<file path="src/rtl/ssd_scan_decoder.sv">
`default_nettype none
// ============================================================================
//  Module   : ssd_scan_decoder
//  Brief    : Receive side of a multiplexed 4-digit seven-segment display.
//             Synchronizes the scanned anode/cathode lines, waits for each
//             digit dwell to settle, decodes it back to a hex nibble and dot,
//             and assembles a 4-digit frame with stall/bad-pattern flags.
//  Revision : 1.0 - initial release
// ============================================================================
module ssd_scan_decoder #(
  parameter int SETTLE_CYC  = 16,
  parameter int TIMEOUT_CYC = 2097152
) (
  input  logic        Clk,
  input  logic        Reset,
  input  logic [3:0]  An,
  input  logic [7:0]  Cath,
  output logic [15:0] Digits,
  output logic [3:0]  Dots,
  output logic [3:0]  Valid,
  output logic        Frame_Done,
  output logic        Bad_Pattern,
  output logic        Stalled
);

  localparam int c_stable_w = $clog2(SETTLE_CYC + 1);
  localparam int c_stall_w  = $clog2(TIMEOUT_CYC + 1);

  localparam logic [c_stable_w-1:0] c_settle_max  = c_stable_w'(SETTLE_CYC);
  localparam logic [c_stable_w-1:0] c_settle_last = c_stable_w'(SETTLE_CYC - 1);
  localparam logic [c_stall_w-1:0]  c_stall_max   = c_stall_w'(TIMEOUT_CYC);
  localparam logic [c_stall_w-1:0]  c_stall_last  = c_stall_w'(TIMEOUT_CYC - 1);

  typedef enum logic [0:0] {
    ST_COLLECT = 1'b0,
    ST_STALL   = 1'b1
  } state_t;

  state_t r_state, w_state_next;

  logic [3:0] r_an_meta, r_an_sync, r_an_prev;
  logic [7:0] r_cath_meta, r_cath_sync, r_cath_prev;

  logic [c_stable_w-1:0] r_stable_cnt;
  logic                  r_captured;
  logic [c_stall_w-1:0]  r_stall_cnt;

  logic       w_sel_ok;
  logic [1:0] w_sel_idx;
  logic       w_same;
  logic       w_capture;
  logic       w_pat_ok;
  logic [3:0] w_nib;
  logic       w_good;
  logic       w_bad;
  logic       w_timeout;
  logic       w_enter_stall;
  logic       w_frame;
  logic [3:0] w_valid_next;

  // Two-flop synchronizer plus a one-cycle history copy for change detection
  always_ff @(posedge Clk) begin
    if (Reset) begin
      r_an_meta   <= 4'hF;
      r_an_sync   <= 4'hF;
      r_an_prev   <= 4'hF;
      r_cath_meta <= 8'hFF;
      r_cath_sync <= 8'hFF;
      r_cath_prev <= 8'hFF;
    end else begin
      r_an_meta   <= An;
      r_an_sync   <= r_an_meta;
      r_an_prev   <= r_an_sync;
      r_cath_meta <= Cath;
      r_cath_sync <= r_cath_meta;
      r_cath_prev <= r_cath_sync;
    end
  end

  // Digit select is meaningful only when exactly one anode is driven low
  always_comb begin
    w_sel_ok  = 1'b0;
    w_sel_idx = 2'd0;
    case (r_an_sync)
      4'b1110: begin w_sel_ok = 1'b1; w_sel_idx = 2'd0; end
      4'b1101: begin w_sel_ok = 1'b1; w_sel_idx = 2'd1; end
      4'b1011: begin w_sel_ok = 1'b1; w_sel_idx = 2'd2; end
      4'b0111: begin w_sel_ok = 1'b1; w_sel_idx = 2'd3; end
      default: begin w_sel_ok = 1'b0; w_sel_idx = 2'd0; end
    endcase
  end

  // Active-low abcdefg segment pattern back to its hex nibble
  always_comb begin
    w_pat_ok = 1'b1;
    w_nib    = 4'h0;
    case (r_cath_sync[7:1])
      7'b0000001: w_nib = 4'h0;
      7'b1001111: w_nib = 4'h1;
      7'b0010010: w_nib = 4'h2;
      7'b0000110: w_nib = 4'h3;
      7'b1001100: w_nib = 4'h4;
      7'b0100100: w_nib = 4'h5;
      7'b0100000: w_nib = 4'h6;
      7'b0001111: w_nib = 4'h7;
      7'b0000000: w_nib = 4'h8;
      7'b0000100: w_nib = 4'h9;
      7'b0001000: w_nib = 4'hA;
      7'b1100000: w_nib = 4'hB;
      7'b0110001: w_nib = 4'hC;
      7'b1000010: w_nib = 4'hD;
      7'b0110000: w_nib = 4'hE;
      7'b0111000: w_nib = 4'hF;
      default:    w_pat_ok = 1'b0;
    endcase
  end

  assign w_same    = ({r_an_sync, r_cath_sync} == {r_an_prev, r_cath_prev});
  // The capture fires on the edge that would bring the count to SETTLE_CYC
  assign w_capture = w_sel_ok && w_same && !r_captured && (r_stable_cnt == c_settle_last);
  assign w_good    = w_capture && w_pat_ok;
  assign w_bad     = w_capture && !w_pat_ok;
  // A capture on the same edge always pre-empts a timeout
  assign w_timeout = !w_capture && (r_stall_cnt == c_stall_last);
  assign w_frame   = (r_state == ST_COLLECT) && (Valid == 4'hF);
  assign Stalled   = (r_state == ST_STALL);

  // Dwell stability counter and once-per-dwell capture flag
  always_ff @(posedge Clk) begin
    if (Reset) begin
      r_stable_cnt <= '0;
      r_captured   <= 1'b0;
    end else if (!w_same || !w_sel_ok) begin
      r_stable_cnt <= '0;
      r_captured   <= 1'b0;
    end else begin
      if (r_stable_cnt != c_settle_max) r_stable_cnt <= r_stable_cnt + 1'b1;
      if (w_capture) r_captured <= 1'b1;
    end
  end

  // Cycles since the last capture, good or bad; holds once the limit is hit
  always_ff @(posedge Clk) begin
    if (Reset) begin
      r_stall_cnt <= '0;
    end else if (w_capture) begin
      r_stall_cnt <= '0;
    end else if (r_stall_cnt != c_stall_max) begin
      r_stall_cnt <= r_stall_cnt + 1'b1;
    end
  end

  // FSM state register
  always_ff @(posedge Clk) begin
    if (Reset) r_state <= ST_COLLECT;
    else       r_state <= w_state_next;
  end

  // FSM next-state: leave COLLECT on timeout, return on the next good capture
  always_comb begin
    w_state_next  = r_state;
    w_enter_stall = 1'b0;
    case (r_state)
      ST_COLLECT: begin
        if (w_timeout) begin
          w_state_next  = ST_STALL;
          w_enter_stall = 1'b1;
        end
      end
      ST_STALL: begin
        if (w_good) w_state_next = ST_COLLECT;
      end
      default: w_state_next = ST_COLLECT;
    endcase
  end

  // Frame completion or stall entry wipes Valid; a good capture still marks its digit
  always_comb begin
    w_valid_next = (w_frame || w_enter_stall) ? 4'h0 : Valid;
    if (w_good) w_valid_next[w_sel_idx] = 1'b1;
  end

  // Output frame registers
  always_ff @(posedge Clk) begin
    if (Reset) begin
      Digits      <= '0;
      Dots        <= '0;
      Valid       <= '0;
      Frame_Done  <= 1'b0;
      Bad_Pattern <= 1'b0;
    end else begin
      if (w_good) begin
        Digits[{w_sel_idx, 2'b00} +: 4] <= w_nib;
        Dots[w_sel_idx]                 <= ~r_cath_sync[0];
      end
      if (w_bad) Bad_Pattern <= 1'b1;
      Frame_Done <= w_frame;
      Valid      <= w_valid_next;
    end
  end

endmodule
`default_nettype wire

</file>
<file path="config.mk">
export PLATFORM = sky130hd
export DESIGN_NAME = ssd_scan_decoder
export DESIGN_NICKNAME = d
export VERILOG_FILES = /design/src/rtl/ssd_scan_decoder.sv
export SDC_FILE = /design/constraint.sdc
export NUM_CORES = 1
export LEC_CHECK = 0
export ABC_AREA = 1
export CAP_MARGIN = 20
export CORE_MARGIN = 10
export CORE_UTILIZATION = 57
export DETAILED_ROUTE_END_ITERATION = 8
export PLACE_DENSITY = 0.8
export SLEW_MARGIN = 20
export SYNTH_ARGS = -nofsm -noshare
export SYNTH_HDL_FRONTEND = slang
export SYNTH_SLANG_ARGS = --single-unit
</file>
<file path="constraint.sdc">
create_clock -name Clk -period 2.8 [get_ports Clk]
set_clock_uncertainty 0.15 [all_clocks]
set_input_delay 0.28 -clock Clk [delete_from_list [all_inputs] [get_ports Clk]]
set_output_delay 0.28 -clock Clk [all_outputs]
set_load 0.01 [all_outputs]
</file>
Word level (Yosys, flattened, before mapping)
Cells that the tools add are included.
Storage, ports and cells
  bits in registers: 91
  input bits: 14
  output and inout port bits: 27
  logic and storage cells: 84
Cells by class
  add/sub/neg operators: 3
  magnitude comparators: 2
  equality and inequality tests: 25
  shift-type cells: 2
  mux-type cells: 14
  bitwise logic cells: 3
  reductions and logical operators: 20
Operator list (count)
  $pmux W4 S15: 1
  $eq A7 B6 Y1 const B: 5
  $eq A7 B7 Y1 const B: 4
  $add A22 B1 Y22 const B: 1
  $eq A22 B21 Y1 const B: 1
  $ne A22 B22 Y1 const B: 1
  $bwmux W16: 1
  $eq A4 B4 Y1 const B: 4
  $reduce_or A16 Y1: 1
  $shift A4 B6 Y16 const A: 1
  $shiftx A4 B6 Y16: 1
  $eq A7 B3 Y1 const B: 2
  $eq A7 B4 Y1 const B: 2
  $eq A12 B12 Y1: 1
  $logic_and A1 B1 Y1: 8
  $mux W4: 2
  $eq A7 B1 Y1 const B: 1
  $eq A7 B5 Y1 const B: 1
  $logic_not A7 Y1: 1
  $mux W1: 6
  $neg A4 Y6: 1
  $pmux W2 S3: 1
  $add A5 B1 Y5 const B: 1
  $eq A5 B4 Y1 const B: 1
  13 further kinds: 20

Depth between registers and ports, before layout
  word-level depth: 14
  mapped depth: 13
  mapped depth without buffers: 13

Worst setup path before layout
OpenSTA, ideal clock, no wires.
  path type: register -> register
  start: reg r_an_sync[3]
  end: reg Digits[3]
  library setup time: 71 ps
  arrival: 1835 ps
  required time: 2579 ps
  path slack: 744 ps
  stages on the path, launching flop included: 10
  buffers on the path: 0
  period minus slack after synthesis: 2056 ps
  path through: dfxtp_1 > nand2_1 > inv_2 > a31oi_2 > ha_1 > inv_1 > nand2_1 > a21oi_1 > nand3_1 > a21oi_1
Between the ends
  longest elaborated chain between the ends: 7
  elaborated cells between the ends (all ways): 16
  those cells by class: add/sub (1); eq/ne (5); shift (2); mux (3); reduce/logical (5)
RTL lines
  start, declared: line 41  | logic [3:0] r_an_meta, r_an_sync, r_an_prev;
  start signal, assigned: line 72  | r_an_sync <= r_an_meta;
  parallel branches: the longest is 7 deep, another holds $neg A4 Y6
  end signal, assigned by index: line 193  | Digits[{w_sel_idx, 2'b00} +: 4] <= w_nib;
  end, declared: line 18  | output logic [15:0] Digits,
Parallel ways; which one is timed is not known.
A chain may end at the register's enable or synchronous reset.

Worst setup path after layout
  start: reg r_stable_cnt[0]
  end: reg Digits[2]
Between the ends
  longest elaborated chain between the ends: 3
RTL lines
  start, declared: line 44  | logic [c_stable_w-1:0] r_stable_cnt;
  start signal, assigned: line 137  | if (r_stable_cnt != c_settle_max) r_stable_cnt <= r_stable_cnt + 1'b1;
  $eq A5 B4 Y1: line 120  | assign w_capture = w_sel_ok && w_same && !r_captured && (r_stable_cnt == c_settle_last);
  $logic_and A1 B1 Y1: line 120
  $logic_and A1 B1 Y1: line 121  | assign w_good = w_capture && w_pat_ok;
No other way between the ends.

==> results.toml <==
[run_status]
status = "completed"

[synth]
synth_cells = 564
synth.largest_area_cell = "dfxtp_1"
synthAdderAreaFrac_pct = 3.61
synth_seq_cells = 91
synth-edff-count = 0
synthSimpleGateAreaFrac_pct = 34.9
synth_top_area_share_pct = 43.8
synth_top_family_by_area = "simple AND/OR/NAND/NOR gates"
synth_mux_area_share_pct = 0
syn_area_um2 = 4160
ys_top_cells_by_area = "dfxtp_1, nand2_1, nor2_1, inv_1, or2_2"
synthXorXnorAreaFrac_pct = 2.74
ys_warn_count = 0
ys_seq_area_share_pct = 43.8
synth_compound_area_share_pct = 7.34
ys.flop_type = "dfxtp_1"
syn_area_per_cell_um2 = 7.37
synth_fp_nets = 590
async_flop_share_pct = 0
synth.distinct_cells = 31

[detailed_routing]
wire_per_inst_um = 11.4
vias = 3481
viasPerCell = 4.89
route.detailed.drc = 0
finalWirelength_mm = 8.13
postRouteAntennaNets = 0
firstDrtPassIters = 4
first_iter_violations = 124

[floorplanning]
initial_core_util_pct = 58.0
die_area_um2 = 11100
ios = 41
core_um2 = 7180
chipWidth_um = 105
rows = 31
die_h_um = 105

[hold_path]
min_delay_worst_endpoint = "r_an_sync[2]"
min_path_type = "flop to flop"
hold-path-cell-count = 1
min_from = "r_an_meta[2]"

[clock_tree]
root_buffer = "clkbuf_8"
cts_buffer_depth = 2
clk_latency_ps = 360
postCtsSetupBuffers = 0
clk_pin_slew_ps = 80
postCtsResizedCells = 0
cts_sinks = 91
hold_buffers = 0
cts_max_level = 3
cts_tree = "yes"
cts_buffers = 9

[sta]
fin_crit_ps = 2260
worst-slew-pin-transition_ps = 361
max_freq_mhz = 442
relSlewSlack_pct = 75.9
finalMaxSlewViolations = 0
holdWs_ps = 256
tns_ps = 0
finalHoldViolations = 0
rsz0062_at_grt = "no"
setup_viol = 0
timing.final.crit_share_pct = 80.9

[cells_and_area]
syn_to_final_growth_pct = 16.7
diodes = 0
final_nets = 635
nFillCells = 598
drive_gt1_share_pct = 14.0

[global_routing]
grtUsageMet3_pct = 4.20
grt_overflow = 0
grt_usage_pct = 15.0
grt_first_pass_wirelength_mm = 14.2
grt_use_met2_pct = 25.6
grt_max_degree = 41
antenna_found_initial = 0
grt_most_used_layer = "met2"
use_met1_pct = 17.6
first_global_vias = 3310

[pwr]
power_density_nw_per_um2 = 484
ir_drop_mv = 0.442
cellLeakagePower_nw = 2.12

[worst_setup_path]
crit_path_end_kind = "flop"
worstPathMaxFanout = 16
cp.required_ps = 2890
regToRegStartpoint = "r_stable_cnt[0]"
path_class = "flop to flop"
reg2reg_depth = 11
cp.arrival_ps = 2350
timing.rr.end = "Digits[2]"
r2r_slack_ps = 540
worst_setup_path_start_kind = "flop"

[flow_run]
maxCapViolCount = 0

[placed_design]
io_buffers = 40
hpwl_mm = 6.17
place_congestion = 0.876
## through the flow
stage | power [mW] | setup slack (ps) | cell area [um^2] | std cells | utilization, %
final | 2.35 | 536 | 4850 | 712 | 67.7
after CTS | 2.38 | 507 | 4850 | 712 | 67.7
after global placement | 1.51 | 694 | 4660 | 697 | 65.0
after floorplan | 1.47 | 744 | 4160 | 564 | -
after detailed placement | 1.51 | 526 | 4660 | 697 | 65.0
after global routing | 2.45 | 294 | 4850 | 712 | 67.7
## kinds of logic after synthesis
family	Yosys count
compound gates	55
xor+xnor	13
fa+ha+maj	12
buf+inv	81
flops	91
simple gates	312
## flip-flops by register name (all words and copies together) (netlist names), 4 cells and up
name          cells
Valid             4
r_cath_prev       8
r_stable_cnt      5
Dots              4
r_an_prev         4
r_cath_sync       8
r_cath_meta       8
r_an_meta         4
r_an_sync         4
Digits           16
r_stall_cnt      22
## per-layer routing
layer	part of all wire, %	wire [um]
met2	48	3880
met1	46	3760
met4	1.4	110
met3	4.8	389
met5	0	0
## cells in the final DEF (no fill, tap or decap), types with 10 or more instances in the layout
cell type and n:
clkbuf_8 10, inv_1 62, nor2_1 66, o21ai_0 12, or2_2 32, a21oi_1 35
xor2_1 13, ha_1 12, nand3_1 20, dfxtp_1 91, nand2_1 144, clkdlybuf4s50_1 40
nor3_1 15
## Yosys cell counts, types with 8 or more instances
library cell  instances
a21oi_1              35
o21ai_0              12
nand3_1              20
inv_1                62
dfxtp_1              91
nand4_1               9
nand2_2               8
ha_1                 12
nand2_1             144
nor2_1               66
xor2_1               13
inv_2                 9
or2_2                32
nor3_1               15
## where the power goes
part	internal [mW]	total, mW	leakage [nW]	switching [mW]
Combinational	0.0617	0.152	1.29	0.0906
Clock	0.433	0.865	0.0954	0.433
Sequential	1.32	1.33	0.741	0.0159
Total	1.81	2.35	2.12	0.539
## worst max-delay path by stage
stage               slack, ps   endpoint  depth (start not counted)             from
floorplan                 740  Digits[3]                          9     r_an_sync[3]
global placement          690  Digits[0]                         11  r_stable_cnt[0]
detailed placement        530  Digits[2]                         11  r_stable_cnt[0]
CTS                       510  Digits[2]                         11  r_stable_cnt[0]
global route              290  Digits[6]                         11  r_stable_cnt[0]
finish                    540  Digits[2]                         11  r_stable_cnt[0]
## critical path: stages (launching register included)
cell and delay, ps:
dfxtp_1 380, ha_1 190, nand2_1 80, nor2_1 110, ha_1 170, inv_1 40, nor2_1 160, nand3_4 140
nor2_8 270, nand2_2 180, o21ai_0 220, nor2_1 60
## cell type report
type                            count  area (um^2)  area share, %
Multi-Input combinational cell    392         2020           41.6
Sequential cell                    91         1820           37.5
Timing Repair Buffer               44          430           8.87
Inverter                           71          267           5.49
Clock buffer                       11          141           2.91
Tap cell                           99          124           2.55
Clock inverter                      4         51.3           1.06
(Power assumes the default switching activity.)
